$ cat src/rtl/mem_stage_if.sv
// Data-memory bus between the memory stage and data memory.
// Handshake: the master raises req with we/addr/be/wdata and holds them
// stable until the cycle where the slave raises ack. rdata is only
// meaningful in that ack cycle. The master may withdraw req without an ack
// only when it abandons the access on timeout.
interface mem_stage_if;
   logic        req;
   logic        we;
   logic [31:0] addr;
   logic [3:0]  be;
   logic [31:0] wdata;
   logic [31:0] rdata;
   logic        ack;

   modport master (output req, output we, output addr, output be, output wdata,
                   input rdata, input ack);
   modport slave  (input req, input we, input addr, input be, input wdata,
                   output rdata, output ack);
endinterface

$ cat src/rtl/mem_stage.sv
// RV32I memory stage: issues loads/stores over the data-memory handshake,
// lane-aligns store data, extends load data, selects the writeback value
// and registers it into the W pipeline register. Stalls while memory is
// busy and aborts on misalignment or ack timeout.
module mem_stage #(
   parameter int TIMEOUT = 16,
   parameter int CNT_W   = 5
) (
   input  logic        clk,
   input  logic        rst,
   input  logic        regWrite_M,
   input  logic        memWrite_M,
   input  logic        memRead_M,
   input  logic [2:0]  resultScr_M,
   input  logic [2:0]  mode_M,
   input  logic [31:0] ALUResult_M,
   input  logic [31:0] write_Data_M,
   input  logic [31:0] imm_extended_M,
   input  logic [31:0] PC_target_M,
   input  logic [31:0] pc4_M,
   input  logic [4:0]  rd_M,
   mem_stage_if.master dmem,
   output logic        stall_M,
   output logic        mem_err,
   output logic        regWrite_W,
   output logic [4:0]  rd_W,
   output logic [31:0] result_W,
   output logic        dbg_state
);

   typedef enum logic {IDLE = 1'b0, WAIT = 1'b1} state_t;

   localparam logic [CNT_W-1:0] TO_CNT = CNT_W'(TIMEOUT);

   state_t           state, state_next;
   logic [CNT_W-1:0] cnt, cnt_next;
   logic             req_c, stall_c, err_c;
   logic             access, misaligned;
   logic [1:0]       lo;
   logic [3:0]       be_c;
   logic [31:0]      wdata_c;
   logic [31:0]      shifted;
   logic [7:0]       ld_byte;
   logic [15:0]      ld_half;
   logic [31:0]      load_val;
   logic [31:0]      result_sel;

   assign dbg_state = state;

   // Address decode, byte enables and store-lane replication
   always_comb begin
      lo         = ALUResult_M[1:0];
      access     = memRead_M | memWrite_M;
      misaligned = 1'b0;
      be_c       = 4'b1111;
      wdata_c    = write_Data_M;
      case (mode_M)
         3'b000, 3'b100: be_c = 4'b0001 << lo;
         3'b001, 3'b101: begin
            be_c       = 4'b0011 << lo;
            misaligned = lo[0];
         end
         3'b010: misaligned = (lo != 2'b00);
         default: be_c = 4'b1111;
      endcase
      case (mode_M[1:0])
         2'b00:   wdata_c = {4{write_Data_M[7:0]}};
         2'b01:   wdata_c = {2{write_Data_M[15:0]}};
         default: wdata_c = write_Data_M;
      endcase
   end

   // Load extraction from the returned word
   always_comb begin
      shifted  = dmem.rdata >> {lo, 3'b000};
      ld_byte  = shifted[7:0];
      ld_half  = lo[1] ? dmem.rdata[31:16] : dmem.rdata[15:0];
      load_val = dmem.rdata;
      case (mode_M)
         3'b000:  load_val = {{24{ld_byte[7]}}, ld_byte};
         3'b100:  load_val = {24'h0, ld_byte};
         3'b001:  load_val = {{16{ld_half[15]}}, ld_half};
         3'b101:  load_val = {16'h0, ld_half};
         default: load_val = dmem.rdata;
      endcase
   end

   // Writeback source select; reserved codes fall back to the ALU result
   always_comb begin
      case (resultScr_M)
         3'b001:  result_sel = load_val;
         3'b010:  result_sel = pc4_M;
         3'b011:  result_sel = imm_extended_M;
         3'b100:  result_sel = PC_target_M;
         default: result_sel = ALUResult_M;
      endcase
   end

   // Access FSM: next state, wait counter, request/stall/error
   always_comb begin
      state_next = state;
      cnt_next   = cnt;
      req_c      = 1'b0;
      stall_c    = 1'b0;
      err_c      = 1'b0;
      case (state)
         IDLE: begin
            if (access) begin
               if (misaligned) begin
                  err_c = 1'b1;
               end else begin
                  req_c = 1'b1;
                  if (!dmem.ack) begin
                     stall_c    = 1'b1;
                     cnt_next   = CNT_W'(1);
                     state_next = WAIT;
                  end
               end
            end
         end
         WAIT: begin
            if (dmem.ack) begin
               req_c      = 1'b1;
               cnt_next   = '0;
               state_next = IDLE;
            end else if (cnt == TO_CNT) begin
               // Give up: request withdrawn, instruction retires without write
               err_c      = 1'b1;
               cnt_next   = '0;
               state_next = IDLE;
            end else begin
               req_c    = 1'b1;
               stall_c  = 1'b1;
               cnt_next = cnt + CNT_W'(1);
            end
         end
         default: state_next = IDLE;
      endcase
   end

   // Bus and control outputs; reset forces them low without waiting for a clock
   always_comb begin
      dmem.req   = req_c & ~rst;
      dmem.we    = dmem.req & memWrite_M;
      dmem.addr  = dmem.req ? {ALUResult_M[31:2], 2'b00} : 32'h0;
      dmem.be    = dmem.req ? be_c : 4'h0;
      dmem.wdata = (dmem.req & memWrite_M) ? wdata_c : 32'h0;
      stall_M    = stall_c & ~rst;
      mem_err    = err_c & ~rst;
   end

   // FSM state and wait counter
   always_ff @(posedge clk or posedge rst) begin
      if (rst) begin
         state <= IDLE;
         cnt   <= '0;
      end else begin
         state <= state_next;
         cnt   <= cnt_next;
      end
   end

   // W pipeline register: bubble while stalled, else capture the instruction
   always_ff @(posedge clk or posedge rst) begin
      if (rst) begin
         regWrite_W <= 1'b0;
         rd_W       <= '0;
         result_W   <= '0;
      end else if (stall_c) begin
         regWrite_W <= 1'b0;
      end else begin
         regWrite_W <= regWrite_M & ~err_c;
         rd_W       <= rd_M;
         result_W   <= result_sel;
      end
   end

endmodule

$ cat src/flat_wrapper.sv
// flat-port wrapper written by rule: the top's interface ports become plain ports
module mem_stage_flat 
#(
   parameter int TIMEOUT = 16,
   parameter int CNT_W   = 5
)
  (clk, rst, regWrite_M, memWrite_M, memRead_M, resultScr_M, mode_M, ALUResult_M, write_Data_M, imm_extended_M, PC_target_M, pc4_M, rd_M, stall_M, mem_err, regWrite_W, rd_W, result_W, dbg_state, dmem_req, dmem_we, dmem_addr, dmem_be, dmem_wdata, dmem_rdata, dmem_ack);
  mem_stage_if dmem_i ();
  input  logic clk;
  input  logic rst;
  input  logic regWrite_M;
  input  logic memWrite_M;
  input  logic memRead_M;
  input  logic [2:0] resultScr_M;
  input  logic [2:0] mode_M;
  input  logic [31:0] ALUResult_M;
  input  logic [31:0] write_Data_M;
  input  logic [31:0] imm_extended_M;
  input  logic [31:0] PC_target_M;
  input  logic [31:0] pc4_M;
  input  logic [4:0] rd_M;
  output logic stall_M;
  output logic mem_err;
  output logic regWrite_W;
  output logic [4:0] rd_W;
  output logic [31:0] result_W;
  output logic dbg_state;
  output wire logic [$bits(dmem_i.req)-1:0] dmem_req;
  output wire logic [$bits(dmem_i.we)-1:0] dmem_we;
  output wire logic [$bits(dmem_i.addr)-1:0] dmem_addr;
  output wire logic [$bits(dmem_i.be)-1:0] dmem_be;
  output wire logic [$bits(dmem_i.wdata)-1:0] dmem_wdata;
  input wire logic [$bits(dmem_i.rdata)-1:0] dmem_rdata;
  input wire logic [$bits(dmem_i.ack)-1:0] dmem_ack;
  assign dmem_req = dmem_i.req;
  assign dmem_we = dmem_i.we;
  assign dmem_addr = dmem_i.addr;
  assign dmem_be = dmem_i.be;
  assign dmem_wdata = dmem_i.wdata;
  assign dmem_i.rdata = dmem_rdata;
  assign dmem_i.ack = dmem_ack;
  mem_stage #(.TIMEOUT(TIMEOUT), .CNT_W(CNT_W)) u_core (.clk(clk), .rst(rst), .regWrite_M(regWrite_M), .memWrite_M(memWrite_M), .memRead_M(memRead_M), .resultScr_M(resultScr_M), .mode_M(mode_M), .ALUResult_M(ALUResult_M), .write_Data_M(write_Data_M), .imm_extended_M(imm_extended_M), .PC_target_M(PC_target_M), .pc4_M(pc4_M), .rd_M(rd_M), .dmem(dmem_i), .stall_M(stall_M), .mem_err(mem_err), .regWrite_W(regWrite_W), .rd_W(rd_W), .result_W(result_W), .dbg_state(dbg_state));
endmodule
$ cat config.mk
export PLATFORM = sky130hd
export DESIGN_NAME = mem_stage_flat
export DESIGN_NICKNAME = d
export VERILOG_FILES = /design/src/rtl/mem_stage_if.sv /design/src/rtl/mem_stage.sv /design/src/flat_wrapper.sv
export SDC_FILE = /design/constraint.sdc
export NUM_CORES = 1
export LEC_CHECK = 0
export CORE_AREA = 2 2 125 127
export DETAILED_ROUTE_END_ITERATION = 8
export DIE_AREA = 0 0 127 129
export PLACE_DENSITY = 0.71
export SLEW_MARGIN = 0
export SYNTH_ARGS = -nofsm -noshare
export SYNTH_HDL_FRONTEND = slang
export SYNTH_SLANG_ARGS = --single-unit
$ cat constraint.sdc
create_clock -name clk -period 3.4 [get_ports clk]
set_input_delay 0.85 -clock clk [delete_from_list [all_inputs] [get_ports clk]]
set_output_delay 0.85 -clock clk [all_outputs]
set_load 0.005 [all_outputs]
==> impl_metrics.env <==
export IMPL_crit_arrival_ps=2480
export IMPL_die_w_um=127
export IMPL_num_rows=45
export IMPL_numPortBuffers=317
export IMPL_drive_gt1_frac=0.139
export IMPL_synth_async_reset_ratio=1.00
export IMPL_ys_warn_count=0
export IMPL_synth_area_um2=4440
export IMPL_vdd_drop_max_mv=0.194
export IMPL_fin_crit_ps=3330
export IMPL_critical_path_class="input port to output port"
export IMPL_holdBufCountCts=0
export IMPL_clockBufferDepth=2
export IMPL_worstPathRequired_ps=2550
export IMPL_diodes=0
export IMPL_place_gp_congestion=0.811
export IMPL_fin_ws_ps=73.2
export IMPL_dp_hpwl_um=16800
export IMPL_min_path_type="flop to flop"
export IMPL_overflow=0
export IMPL_syn_to_final_growth_pct=88.8
export IMPL_wl_met1_um=9900
export IMPL_synth_distinct_cells=57
export IMPL_ant_nets=0
export IMPL_coreArea_um2=15000
export IMPL_ioPinCount=320
export IMPL_viasPerCell=5.22
export IMPL_worstPathCellList="clkdlybuf4s15_2 -> and3b_1 -> a31oi_1 -> or2_4 -> nand3_4 -> clkinvlp_4 -> buf_6 -> and2_1 -> dlygate4sd2_1"
export IMPL_cts_root_buf="clkbuf_16"
export IMPL_max_cap_violations=0
export IMPL_setup_viol=0
export IMPL_dr_wl_met3_um=1710
export IMPL_tritoncts="yes"
export IMPL_slowest_delay_ps=260
export IMPL_dieHeight_um=129
export IMPL_first_global_vias=5741
export IMPL_htreeDepth=2
export IMPL_wl_met2_um=10900
export IMPL_worstRegToRegCells=7
export IMPL_dieArea_um2=16400
export IMPL_hold_path_depth=2
export IMPL_grt_antenna_before_repair=2
export IMPL_avgSynthCellArea_um2=7.04
export IMPL_grt_max_degree=72
export IMPL_clock_skew_final_ps=5.95
export IMPL_start_util=0.297
export IMPL_grtUsageTotal=0.266
export IMPL_critPathCaptureType="output port"
export IMPL_ys_ff_latch=44
export IMPL_start_kind="input port"
export IMPL_cp_max_fo=5
export IMPL_status="completed"
export IMPL_synth_seq_area_share=0.248
export IMPL_postLayoutCellArea_um2=8390
export IMPL_post_dp_cell_area_um2=7930
export IMPL_synthFlopType="dfrtp_1"
export IMPL_hold_viol_final=0
export IMPL_min_period_over_period=0.978
export IMPL_clk_pin_slew_worst_paths_ps=70
export IMPL_drc=0
export IMPL_synthCells=631
export IMPL_drt_initial_drc_count=372
export IMPL_clock_latency_ps=300
export IMPL_finalWirelength_um=22900
export IMPL_cts_buffers=5
export IMPL_relSlewSlack=0.509
export IMPL_max_freq_mhz=301
export IMPL_worst_path_max_delay_cell="or2_4"
export IMPL_wire_per_inst_um=19.9
export IMPL_dp_slack_ps=-496
export IMPL_grt_pass1_wl_um=33400
export IMPL_worst_pin_slew_ps=736
export IMPL_powerDensity_nw_per_um2=304
export IMPL_routed_top_layer="met4"
export IMPL_drt_pass1_iter_count=7
export IMPL_synth_edf_count=0
export IMPL_vias=6023
export IMPL_drv_slew=0
export IMPL_leakagePower_nw=3.83
export IMPL_clock_sinks=44
export IMPL_nNetsFinal=1176
layer usage:
layer | global-route usage | up-vias
met3 | 0.0545 | 30
met1 | 0.351 | 2801
li1 | - | 2903
met4 | 0.0769 | 0
met2 | 0.441 | 289
met5 | 0 | -
Yosys cell counts (all sizes together), types with 3 or more instances:
library cell,count,share of area
mux2,12,0.030
nor2b,3,0.0042
and3,8,0.011
a211oi,23,0.039
and2,41,0.058
nor3,10,0.011
a221oi,7,0.014
o32a,12,0.027
o22ai,15,0.021
or2,3,0.0042
buf,30,0.038
clkbuf,27,0.023
nand3,5,0.0068
a2bb2oi,17,0.034
nand2,54,0.046
nor2,114,0.097
inv,41,0.035
o21ai,18,0.023
nand2b,4,0.0056
dfrtp,44,0.25
o221ai,3,0.0059
a21oi,71,0.080
mux2i,18,0.041
o31ai,22,0.037
final timing paths:
kind                                            startpoint  slack [ps]                               to
min in group asynchronous                              rst        1280        u_core.cnt[4]$_DFFE_PP0P_
hold / removal             u_core.result_W[18]$_DFFE_PP0P_         480  u_core.result_W[18]$_DFFE_PP0P_
hold reg to reg            u_core.result_W[18]$_DFFE_PP0P_         480  u_core.result_W[18]$_DFFE_PP0P_
max in group asynchronous                              rst        1680  u_core.result_W[27]$_DFFE_PP0P_
setup / recovery                            ALUResult_M[0]          70                    dmem_wdata[2]
setup reg to reg                 u_core.cnt[0]$_DFFE_PP0P_        1240       u_core.rd_W[2]$_DFFE_PP0P_
layout make-up:
type,count,area [µm²]
Inverter,41,158
Clock inverter,3,46.3
Fill cell,1457,6590
Tap cell,188,235
Multi-Input combinational cell,490,3000
Clock buffer,5,125
Timing Repair Buffer,382,3720
Sequential cell,44,1100
Timing Repair inverter,1,7.51
per-stage QoR:
step | setup TNS, ps | utilization | hold WS [ps] | power, mW | cells
after floorplan | 0 | - | 473 | 1.17 | 632
final | 0 | 0.560 | 479 | 2.55 | 1154
after global routing | -6.94 | 0.560 | 506 | 2.68 | 1154
after global placement | -26040 | 0.529 | 461 | 1.89 | 1122
after CTS | -5.64 | 0.553 | 481 | 2.53 | 1145
after detailed placement | -28990 | 0.529 | 465 | 1.90 | 1122
placed cells by master (no fill, tap or decap), types with 15 or more instances in the layout:
master           count
clkdlybuf4s50_1    236
nor2_1             111
a21oi_1             68
nand2_1             54
buf_4               50
dfrtp_1             44
inv_1               39
and2_1              36
dlygate4sd2_1       32
a211oi_1            23
o31ai_1             22
mux2i_1             18
a2bb2oi_1           17
o21ai_0             17
clkdlybuf4s15_1     16
o22ai_1             15
worst max-delay path: cells and delay by family:
family,cells,cell delay (ps)
AO/OA/AOI/OAI,1,60
AND/OR/NAND/NOR,4,730
buffers and inverters,4,830
state kept, by name, indices dropped and copies added, names as in the netlist:
| name | cells |
|---|---|
| u_core.regWrite_W | 1 |
| u_core.dbg_state | 1 |
| u_core.rd_W | 5 |
| u_core.cnt | 5 |
| u_core.result_W | 32 |
where the power goes:
group | total, mW | switching [mW] | leakage [nW] | internal, mW
clock | 0.602 | 0.251 | 0.0804 | 0.351
sequential | 0.701 | 0.0661 | 0.532 | 0.635
combinational | 1.25 | 0.526 | 3.22 | 0.721
cells by family (layout without fill, tap and decap cells):
| family | count (synthesis) | in the layout | share of synthesized area |
|---|---|---|---|
| muxes | 31 | 31 | 0.0761 |
| and+or+nand+nor | 249 | 249 | 0.257 |
| xor gates and xnor gates | 3 | 3 | 0.00592 |
| buffers and inverters | 98 | 432 | 0.0952 |
| other | 1 | 2 | 0.000844 |
| DFF | 44 | 44 | 0.248 |
| adders and majority gates | 2 | 2 | 0.00563 |
| AOI/OAI and AO/OA | 203 | 203 | 0.311 |
timing repair:
action / CTS / global route
resized for setup: 111 / 56
endpoints found under the hold margin: 0 / 0
buffers inserted: 11 / 8
pin swaps: 14 / 2
gates cloned: 4 / 1
setup endpoints to repair: 70 / 36
Power figures use the tool's default switching activity.
